===== config.mk =====
export PLATFORM = sky130hd
export DESIGN_NAME = doodle_motion
export DESIGN_NICKNAME = d
export VERILOG_FILES = /design/src/rtl/doodle_pkg.sv /design/src/rtl/doodle_tick_gen.sv /design/src/rtl/doodle_motion.sv
export SDC_FILE = /design/constraint.sdc
export NUM_CORES = 1
export LEC_CHECK = 0
export CAP_MARGIN = 20
export CORE_ASPECT_RATIO = 1.25
export CORE_MARGIN = 4
export CORE_UTILIZATION = 40
export DETAILED_ROUTE_END_ITERATION = 8
export PLACE_DENSITY_LB_ADDON = 0.08
export SYNTH_ARGS = -nofsm -noshare
export SYNTH_HDL_FRONTEND = slang
export SYNTH_HIERARCHICAL = 1
export SYNTH_SLANG_ARGS = --single-unit

===== constraint.sdc =====
create_clock -name Clk -period 3.05 [get_ports Clk]
set_input_delay 0.61 -clock Clk [delete_from_list [all_inputs] [get_ports Clk]]
set_output_delay 0.61 -clock Clk [all_outputs]
set_load 0.05 [all_outputs]

===== src/rtl/doodle_pkg.sv =====
// Shared doodle constants: screen geometry, doodle size and the one-hot doodle_sm state codes.
// Bit order of a state word is {q_Done, q_Down, q_Up, q_I}.
package doodle_pkg;
    localparam int H_OFFSET      = 144;
    localparam int V_OFFSET      = 35;
    localparam int H_RES         = 630;
    localparam int V_RES         = 480;
    localparam int V_BOTTOM      = 515;
    localparam int DOODLE_RADIUS = 10;

    localparam int POS_W = 10;
    typedef logic [POS_W-1:0] pos_t;
    typedef logic [3:0]       doodle_state_t;

    localparam doodle_state_t I    = 4'b0001;
    localparam doodle_state_t UP   = 4'b0010;
    localparam doodle_state_t DOWN = 4'b0100;
    localparam doodle_state_t DONE = 4'b1000;

    function automatic logic is_one_hot(input doodle_state_t s);
        return (s == I) || (s == UP) || (s == DOWN) || (s == DONE);
    endfunction
endpackage


===== src/rtl/doodle_tick_gen.sv =====
// Free-running divider: o_tick is high for one cycle out of every TICK_DIV (when the count hits TICK_DIV-1).
// Count restarts at 0 on synchronous active-low reset.
module doodle_tick_gen #(
    parameter int TICK_DIV = 250000
) (
    input  logic i_clk,
    input  logic i_rst_n,
    output logic o_tick
);
    localparam int CW = (TICK_DIV > 1) ? $clog2(TICK_DIV) : 1;
    localparam logic [CW-1:0] LAST = CW'(TICK_DIV - 1);
    localparam logic [CW-1:0] ONE  = CW'(1);

    logic [CW-1:0] r_cnt;

    assign o_tick = (r_cnt == LAST);

    always_ff @(posedge i_clk) begin
        if (!i_rst_n)
            r_cnt <= '0;
        else if (o_tick)
            r_cnt <= '0;
        else
            r_cnt <= r_cnt + ONE;
    end
endmodule


===== src/rtl/doodle_motion.sv =====
// Doodle position generator for doodle_sm: updates x/y/up_count on a divided tick, move_tick one cycle later.
// Optional build macro DOODLE_WRAP_EN: horizontal wrap-around at the walls instead of clamping.
module doodle_motion
    import doodle_pkg::*;
#(
    parameter int TICK_DIV = 250000,
    parameter int X_START  = 459,
    parameter int Y_START  = 495,
    parameter int X_MIN    = 154,
    parameter int X_MAX    = 764,
    parameter int Y_TOP    = 45,
    parameter int H_STEP   = 2
) (
    input  logic       Clk,
    input  logic       Reset_n,
    input  logic       q_I,
    input  logic       q_Up,
    input  logic       q_Down,
    input  logic       q_Done,
    input  logic       Left,
    input  logic       Right,
    output logic [9:0] object_x,
    output logic [9:0] object_y,
    output logic [9:0] up_count,
    output logic       move_tick
);
    localparam pos_t XS   = pos_t'(X_START);
    localparam pos_t YS   = pos_t'(Y_START);
    localparam pos_t XMIN = pos_t'(X_MIN);
    localparam pos_t XMAX = pos_t'(X_MAX);
    localparam pos_t YTOP = pos_t'(Y_TOP);
    localparam pos_t STEP = pos_t'(H_STEP);
    localparam pos_t ONE  = pos_t'(1);
    localparam pos_t PMAX = '1;

    logic          w_tick;
    doodle_state_t w_state;
    pos_t          w_x_next;
    pos_t          r_x;
    pos_t          r_y;
    pos_t          r_up;
    logic          r_prev_up;
    logic          r_move_tick;

    doodle_tick_gen #(.TICK_DIV(TICK_DIV)) u_tick (
        .i_clk   (Clk),
        .i_rst_n (Reset_n),
        .o_tick  (w_tick)
    );

    assign w_state = {q_Done, q_Down, q_Up, q_I};

    // Compare before stepping so 10-bit arithmetic never wraps through zero or past the wall.
    always_comb begin
        w_x_next = r_x;
        if (Left && !Right) begin
            if (r_x >= XMIN + STEP)
                w_x_next = r_x - STEP;
            else
`ifdef DOODLE_WRAP_EN
                w_x_next = XMAX - (XMIN + STEP - r_x - ONE);
`else
                w_x_next = XMIN;
`endif
        end else if (Right && !Left) begin
            if (r_x <= XMAX - STEP)
                w_x_next = r_x + STEP;
            else
`ifdef DOODLE_WRAP_EN
                w_x_next = XMIN + (r_x + STEP - XMAX - ONE);
`else
                w_x_next = XMAX;
`endif
        end
    end

    always_ff @(posedge Clk) begin
        if (!Reset_n) begin
            r_x         <= XS;
            r_y         <= YS;
            r_up        <= '0;
            r_prev_up   <= 1'b0;
            r_move_tick <= 1'b0;
        end else begin
            r_prev_up   <= q_Up;
            r_move_tick <= w_tick;
            case (w_state)
                I: begin
                    r_x  <= XS;
                    r_y  <= YS;
                    r_up <= '0;
                end
                UP: begin
                    // Jump entry wins over a coincident tick so every jump starts from a zero count.
                    if (!r_prev_up) begin
                        r_up <= '0;
                    end else if (w_tick) begin
                        r_x <= w_x_next;
                        if (r_y > YTOP)
                            r_y <= r_y - ONE;
                        if (r_up != PMAX)
                            r_up <= r_up + ONE;
                    end
                end
                DOWN: begin
                    if (w_tick) begin
                        r_x <= w_x_next;
                        if (r_y != PMAX)
                            r_y <= r_y + ONE;
                    end
                end
                default: begin
                    // DONE and non-one-hot inputs freeze the position.
                end
            endcase
        end
    end

    assign object_x  = r_x;
    assign object_y  = r_y;
    assign up_count  = r_up;
    assign move_tick = r_move_tick;
endmodule


==> results of run 1 <==
==> metrics by stage <==
| step | hold WS (ns) | worst slack [ns] | cells |
|---|---|---|---|
| final | 0.470 | 0.0881 | 559 |
| after global routing | 0.510 | -0.0272 | 559 |
| after CTS | 0.476 | 0.0274 | 559 |
| after floorplan | 0.429 | 0.113 | 393 |
| after global placement | 0.444 | -0.249 | 549 |
| after detailed placement | 0.453 | -0.327 | 549 |
==> sequential cells by signal, indices dropped and copies added (netlist names) <==
| signal | flops |
|---|---|
| u_tick/r_cnt | 18 |
| object_x | 10 |
| object_y | 10 |
| up_count | 10 |
| move_tick | 1 |
| r_prev_up | 1 |
==> power by group through the flow <==
stage / Sequential [mW] / Clock, mW / Combinational, mW
2_1_floorplan: 0.682 / 0 / 0.0713
3_3_place_gp: 0.679 / 0 / 0.123
3_5_place_dp: 0.679 / 0 / 0.123
4_1_cts: 0.664 / 0.437 / 0.126
5_1_grt: 0.666 / 0.463 / 0.141
6_report: 0.664 / 0.417 / 0.127
==> cell usage after synthesis, drive strengths merged, types with 5 or more instances <==
cell	n
nor2	40
or4	5
nand2b	8
clkbuf	14
nand2	34
nand3	17
nor3	10
nor4	8
xnor2	17
or3	6
a21oi	18
buf	6
xor2	7
ha	13
o21ai	32
nand4	14
nor2b	6
and3	5
dfxtp	50
inv	15
o221a	6
==> how the worst max path moves through the flow <==
| stage | depth (start not counted) | to | slack, ns | start |
|---|---|---|---|---|
| finish | 10 | object_y[9] | 0.09 | q_Done |
| global route | 11 | object_y[1] | -0.03 | u_tick/r_cnt[13] |
| CTS | 9 | object_x[9] | 0.03 | u_tick/r_cnt[13] |
| detailed placement | 9 | object_y[8] | -0.33 | q_Done |
| global placement | 9 | object_y[9] | -0.25 | q_I |
| floorplan | 11 | object_y[7] | 0.11 | u_tick/r_cnt[11] |
==> cell families after synthesis <==
logic type	count (synthesis)
buf+inv	35
flops	50
xor+xnor	24
simple gates	176
mux	4
compound gates	90
fa+ha+maj	14
==> routing by layer <==
layer  part of all wire (%)  track usage (%)
met5                      0                0
met4                   0.68             4.06
met3                    4.0             2.61
met2                     48             29.5
met1                     47             24.1
==> area by class of cell <==
cell class	count	share of cell area, %
sequential	50	24.7
inverter	15	1.39
clock inverter	2	0.309
timing repair buffer	86	18.3
tap	92	2.85
multi-input combinational	308	50.4
clock buffer	6	2.04
==> worst register-to-register path: stages (launching register included) <==
cell      delay (ns)
dfxtp_1         0.32
or4_1           0.54
or4_4           0.57
nor2_4          0.17
and4b_1         0.24
a211oi_2        0.12
a311o_2         0.41
nor4_2          0.27
o21ai_1         0.09
a31oi_1         0.15
==> timing repair <==
item	in CTS	in global routing
gates resized for setup	5	4
pin swaps	2	2
setup buffers	2	0
gates cloned	0	0
endpoints found under the setup margin	19	18
==> impl_metrics.toml, run 1 <==
[sta]
tns_ns = 0
hold_viol = 0
fin_crit_sh_pct = 97.1
maxSlewViolCount = 0
setup_violations = 0
fmax_mhz = 338
fin_crit_ns = 2.96
skew_ns = 0.0101
slew_headroom_pct = 58.6
grt_setup_unrepaired = "true"
worst_pin_slew_ns = 0.617

[synthesis]
ys_types = 58
synth_top_cell_by_area = "dfxtp_1"
synth_top_family_by_area = "simple AND/OR/NAND/NOR gates"
yosysSeqAreaShare_pct = 31.9
synth_mux_area_share_pct = 1.27
synth_top_area_share_pct = 31.9
ys.flop_type = "dfxtp_1"
synthCells = 393
yosys.area_share.simple_pct = 29.9
ys_seq_elements = 50
synthArstFlopShare_pct = 0
synth-xor-area-share_pct = 6.69
synth_compound_area_share_pct = 19.3
synth_fa_ha_area_share_pct = 5.81
synth_edf_count = 0
synth_area_leaders = "dfxtp_1 32%, ha_1 5.2%, nor2_1 4.8%"
syn-mean-instance-area_um2 = 7.99
ys.warnings.count = 6
syn_nets = 415
synth_area_um2 = 3140

[floorplan]
die_w_um = 87.3
row_count = 35
dieArea_um2 = 9350
die_y_um = 107
initial_core_util_pct = 41.7
design.core.area_um2 = 7530
pin_count = 39

[setup_path]
rr_worst_depth = 9
crit_path_cell_trace = "clkdlybuf4s50_1 > or4b_4 > buf_4 > ha_1 > a21oi_1 > o21ai_0 > a41oi_1 > mux2i_1 > a21oi_1 > nor2_1"
crit_required_ns = 3.30
regToRegStartpoint = "u_tick/r_cnt[13]"
crit_arrival_ns = 3.21
r2r_end = "object_x[9]"
path_class = "in2reg"
path_max_fanout = 6
cp-end-kind = "flop"
crit_family = "compound AO/OA/AOI/OAI gates"
critPathLaunchType = "primary input"
path_buf_inv = 2
cpPeakStageDelay_ns = 0.61
cp_slowest_cell = "or4b_4"
crit_top_cell = "a21oi_1"
r2r_slack_ns = 0.12

[cells_and_area]
mostFrequentLayoutCell = "dfxtp_1"
nets = 488
final_util_pct = 53.7
area_growth_pct = 28.8
multiInputGateArea_um2 = 2040
fillCellCount = 725
seqCellArea_um2 = 1000
final_cell_area_um2 = 4050
antennaDiodeCount = 0
layout-drive-gt1-share_pct = 15.8
layout_common_cells = "50 x dfxtp_1, 48 x buf_4, 39 x nor2_1, 38 x clkdlybuf4s50_1, 34 x nand2_1"

[cts]
clock-sinks = 50
clk-insertion-delay-late_ns = 0.31
path_clk_slew_ns = 0.10
cts_tree = "yes"
htree_levels = 2
hold_buffers = 0
clockBufferDepth = 2
cts_buffers = 5
cts_root_buffer = "clkbuf_8"

[power_and_ir_drop]
p_sw_uw = 311
pwr-share-comb_pct = 10.5
power.internal_uw = 898
clkPwrFrac_pct = 34.5
power_frac_seq_pct = 55.0
leakage_nw = 1.50
switching_share_pct = 25.7
p_per_area_nw_per_um2 = 299
fin_total_pwr_mw = 1.21
ir_drop_mv = 0.167

[detailed_routing]
drt-vias-per-instance = 5.58
drt_pass1_iterations = 4
vias = 3117
drt_iter0_drc = 156
wl_um = 8090
postRouteAntennaNets = 0
routedWlPerCell_um = 14.5
drt_drc_violations_left = 0

[run]
drv_cap = 0

[global_routing]
grt_pass1_wl_um = 13900
grt-ovfl-total = 0
grt_usage_pct = 17.8
antenna_found_initial = 0
grt_pass1_vias = 2940
grt_max_degree = 18

[hold_path]
hold_start = "u_tick/r_cnt[0]"
min_to = "u_tick/r_cnt[0]"
hold_depth = 1
hp-class = "reg2reg"

[place]
portBuffers = 38
hpwl_um = 5960
routabilityCongestion = 0.875
place_area_um2 = 3890

[status]
status = "completed"
(Power assumes the default switching activity.)
==> inputs of run 2 (changes only) <==
- CORE_ASPECT_RATIO: 1.25 -> default
- CTS_CLUSTER_DIAMETER: default -> 120
==> run 2 against run 1 <==
  * Sequential power barely moved
  * Via count rose by 1.5%
  * Global-route usage fell by 1.3 points
  * Clock skew fell by 0.0032 ns
  * Final area rose by 1.2%
  * Register-to-register slack barely moved
  * Critical endpoint is now object_x[3]
  * Largest cell class unchanged
==> impl_metrics.toml, run 2 (same netlist as run 1, synthesis figures left out) <==
[power_and_ir_drop]
p_per_area_nw_per_um2 = 296
leakage_nw = 1.52
fin_total_pwr_mw = 1.21
ir_drop_mv = 0.152

[setup_path]
crit_required_ns = 3.30
r2r_end = "object_x[3]"
path_max_fanout = 5
crit_arrival_ns = 3.19
rr_worst_depth = 9
regToRegStartpoint = "u_tick/r_cnt[13]"
cp-end-kind = "flop"
r2r_slack_ns = 0.11
critPathLaunchType = "flop"
path_class = "reg2reg"

[global_routing]
grt_pass1_wl_um = 13300
grt-ovfl-total = 0
antenna_found_initial = 0
grt_pass1_vias = 2852
grt_max_degree = 18
grt_usage_pct = 16.5

[hold_path]
hold_depth = 1
hp-class = "reg2reg"
hold_start = "u_tick/r_cnt[0]"
min_to = "u_tick/r_cnt[0]"

[floorplan]
die_w_um = 96.6
die_y_um = 96.6
design.core.area_um2 = 7690
pin_count = 39
dieArea_um2 = 9340
initial_core_util_pct = 40.9
row_count = 32

[cells_and_area]
regMostFlops = "u_tick/r_cnt"
layout_common_cells = "52 x buf_4, 50 x dfxtp_1, 39 x nor2_1, 38 x clkdlybuf4s50_1, 34 x nand2_1"
instances_no_fill = 573
antennaDiodeCount = 0
nets = 492
mostFrequentLayoutCell = "buf_4"
fillCellCount = 745
area_growth_pct = 30.3
largest_register_ffs = 18
seqCellArea_um2 = 1000
layout-drive-gt1-share_pct = 16.8
multiInputGateArea_um2 = 2040

[detailed_routing]
drt_pass1_iterations = 4
drt_iter0_drc = 143
vias = 3164
postRouteAntennaNets = 0
drt-vias-per-instance = 5.52
routedWlPerCell_um = 13.9
wl_um = 7940
drt_drc_violations_left = 0

[cts]
clk-insertion-delay-late_ns = 0.31
clock-sinks = 50
hold_buffers = 0
clockBufferDepth = 2
htree_levels = 2
cts_buffers = 5
cts_root_buffer = "clkbuf_8"
path_clk_slew_ns = 0.09
cts_tree = "yes"

[sta]
slew_headroom_pct = 59.0
fin_crit_ns = 2.94
skew_ns = 0.00692
fin_crit_sh_pct = 96.3
hold_viol = 0
setup_violations = 0
worst_pin_slew_ns = 0.611
maxSlewViolCount = 0
fmax_mhz = 340
tns_ns = 0

[place]
routabilityCongestion = 0.855
hpwl_um = 5870
portBuffers = 38
dp.cells = 561

[run]
drv_cap = 0

[status]
status = "completed"
==> run 2: changes by cell type in the layout (fill, tap and decap cells not counted) <==
cell | before | now
a41oi_2 | 1 | 2
buf_4 | 48 | 52
a41oi_1 | 2 | 1
==> run 2: metal layers <==
layer | vias up | GRT usage [%] | wire [um]
met5 | - | 0 | 0
met4 | 0 | 5.08 | 67
met3 | 6 | 2.67 | 322
met2 | 75 | 26.1 | 3610
met1 | 1498 | 22.9 | 3940
li1 | 1585 | - | -
==> run 2: critical path: stages (launching register included) <==
cell	delay, ns
dfxtp_1	0.33
or4_1	0.52
or4_4	0.57
nor2_4	0.17
nor4bb_4	0.24
a211oi_2	0.12
a311o_2	0.44
buf_4	0.17
nor3_1	0.16
a221o_1	0.17
==> run 2: repair_timing <==
item / 4_1_cts / 5_1_grt
buffers inserted: 0 / 4
gates resized for setup: 3 / 7
pin swaps: 2 / 5
setup endpoints to repair: 14 / 20
==> run 2: per-stage QoR <==
step / worst slack (ns) / utilization (%) / hold slack [ns] / instance area, um2
2_1_floorplan: 0.113 / - / 0.429 / 3150
3_3_place_gp: -0.308 / 51.0 / 0.444 / 3920
3_5_place_dp: -0.339 / 51.0 / 0.458 / 3920
4_1_cts: -0.00398 / 52.4 / 0.481 / 4030
5_1_grt: -0.0126 / 53.3 / 0.518 / 4100
6_report: 0.112 / 53.3 / 0.473 / 4100
==> run 2: worst max-delay path by stage <==
stage	start	to	slack, ns	depth (start not counted)
3_3_place_gp	q_Done	object_y[9]	-0.31	9
3_5_place_dp	q_Done	object_y[9]	-0.34	9
5_1_grt	u_tick/r_cnt[13]	object_x[1]	-0.01	10
2_1_floorplan	u_tick/r_cnt[11]	object_y[7]	0.11	11
6_report	u_tick/r_cnt[13]	object_x[3]	0.11	9
4_1_cts	u_tick/r_cnt[13]	object_x[9]	-0.004	9
==> run 2: where the power goes <==
group	internal, mW	switching [mW]	leakage [nW]	total [mW]
clock	0.183	0.236	0.0472	0.419
combinational	0.0587	0.0711	1.07	0.130
sequential	0.658	0.00643	0.404	0.664
==> run 2: area by class of cell <==
class	count	area share, %
inverters	15	1.37
well taps	102	3.12
repair buffers	90	18.8
clock buffers	6	2.02
clock inverters	2	0.306
multi-input cells	308	49.9
flip-flops and latches	50	24.4
==> inputs of run 3 (changes only) <==
- PLACE_DENSITY: default -> 0.74
- PLACE_DENSITY_LB_ADDON: 0.08 -> default
==> run 3 against run 2 <==
  * Combinational power hardly changed
  * Clock skew is 0.0021 ns lower
  * Maximum frequency is 2.3% lower
  * Clock-buffer cell count is 1 lower
  * Final cell count is 0.17% lower
  * Core utilization is 0.76 points higher
  * Flip-flop and latch count stayed put
  * Sequential share of layout area is 0.32 points lower
  * Worst setup slack worse by 0.071 ns
  * Worst hold slack better by 0.00071 ns
  * Global-route usage is 0.53 points higher
==> impl_metrics.toml, run 3 (same netlist as run 1, synthesis figures left out) <==
[cells_and_area]
mostFrequentLayoutCell = "buf_4"
layout_common_cells = "50 x buf_4, 49 x dfxtp_1, 39 x nor2_1, 38 x clkdlybuf4s50_1, 33 x nand2_1"
area_growth_pct = 32.2
regMostFlops = "u_tick/r_cnt"
fillCellCount = 723
final_cell_area_um2 = 4150
nets = 491
antennaDiodeCount = 0
layout-drive-gt1-share_pct = 17.9
final_util_pct = 54.0
largest_register_ffs = 18

[setup_path]
r2r_slack_ns = 0.04
crit_family = "simple AND/OR/NAND/NOR gates"
crit_path_cell_trace = "or4b_4 > or4_4 > nor2_4 > nor4bb_4 > a211oi_4 > buf_4 > a311oi_2 > buf_4 > buf_4 > and3_1 > o211ai_1 > nand2_1"
regToRegStartpoint = "u_tick/r_cnt[10]"
cp-end-kind = "flop"
cpPeakStageDelay_ns = 0.55
path_max_fanout = 4
path_buf_inv = 3
crit_top_cell = "buf_4"
critPathLaunchType = "flop"
cp_slowest_cell = "or4_4"
crit_required_ns = 3.31
path_class = "reg2reg"
crit_arrival_ns = 3.27
setup.worst_path.start = "u_tick/r_cnt[10]"

[cts]
htree_levels = 2
hold_buffers = 0
cts_root_buffer = "clkbuf_8"
clockBufferDepth = 2
clock-sinks = 50
path_clk_slew_ns = 0.10
cts_buffers = 5
cts_tree = "yes"
clk-insertion-delay-late_ns = 0.31

[global_routing]
antenna_found_initial = 0
grt_usage_pct = 17.0
grt_pass1_wl_um = 13700
grt_max_degree = 38
grt_pass1_vias = 2980
grt-ovfl-total = 0

[hold_path]
hold_start = "u_tick/r_cnt[0]"
hp-class = "reg2reg"

[sta]
setup_violations = 0
fin_crit_sh_pct = 98.6
hold_viol = 0
fmax_mhz = 332
slew_headroom_pct = 56.0
grt_setup_unrepaired = "true"
maxSlewViolCount = 0
worst_pin_slew_ns = 0.655
fin_crit_ns = 3.01
skew_ns = 0.00479

[floorplan]
die_y_um = 96.6
design.core.area_um2 = 7690
row_count = 32
pin_count = 39
dieArea_um2 = 9340
die_w_um = 96.6
initial_core_util_pct = 40.9

[power_and_ir_drop]
p_per_area_nw_per_um2 = 309
ir_drop_mv = 0.148
leakage_nw = 1.57

[place]
portBuffers = 38
routabilityCongestion = 0.939
hpwl_um = 5890
place_area_um2 = 3890

[status]
status = "completed"

[detailed_routing]
wl_um = 8190
postRouteAntennaNets = 0
drt_drc_violations_left = 0
drt-vias-per-instance = 5.64
routedWlPerCell_um = 14.3
vias = 3226
drt_iter0_drc = 150
drt_pass1_iterations = 4

[run]
drv_cap = 0
run 3: final cells by class:
class	count	area, um2	area share, %
Multi-Input combinational cell	308	2090	50.3
Clock buffer	5	68.8	1.66
Timing Repair Buffer	89	767	18.5
Clock inverter	3	43.8	1.05
Inverter	15	56.3	1.36
Tap cell	102	128	3.07
Sequential cell	50	1000	24.1
run 3: layer usage:
metal  global-route usage, %  routed length (um)
met1                    22.4                3650
met2                    28.7                4070
met3                    2.96                 371
met4                    4.54                  99
met5                       0                   0
run 3: what timing repair did:
item / 4_1_cts / 5_1_grt
endpoints found under the setup margin: 20 / 17
resized for setup: 8 / 13
pin swaps: 2 / 11
buffers inserted: 1 / 6
run 3: report_power, final:
part	switching, mW	internal (mW)
registers	0.00646	0.658
clock network	0.241	0.246
logic	0.0741	0.0592
run 3: through the flow:
stage / hold slack (ns) / setup WS (ns) / std cells / total power, mW / setup TNS [ns]
finish: 0.474 / 0.0412 / 572 / 1.28 / 0
CTS: 0.478 / 0.0111 / 566 / 1.29 / 0
floorplan: 0.429 / 0.113 / 393 / 0.754 / 0
global route: 0.510 / -0.0440 / 572 / 1.33 / -0.149
detailed placement: 0.454 / -0.338 / 557 / 0.800 / -3.80
global placement: 0.441 / -0.240 / 557 / 0.798 / -2.01
run 3: final timing paths:
check / depth (start not counted) / end
min: 1 / u_tick/r_cnt[0]
max reg2reg: 12 / object_x[4]
min reg2reg: 1 / u_tick/r_cnt[0]
max: 12 / object_x[4]
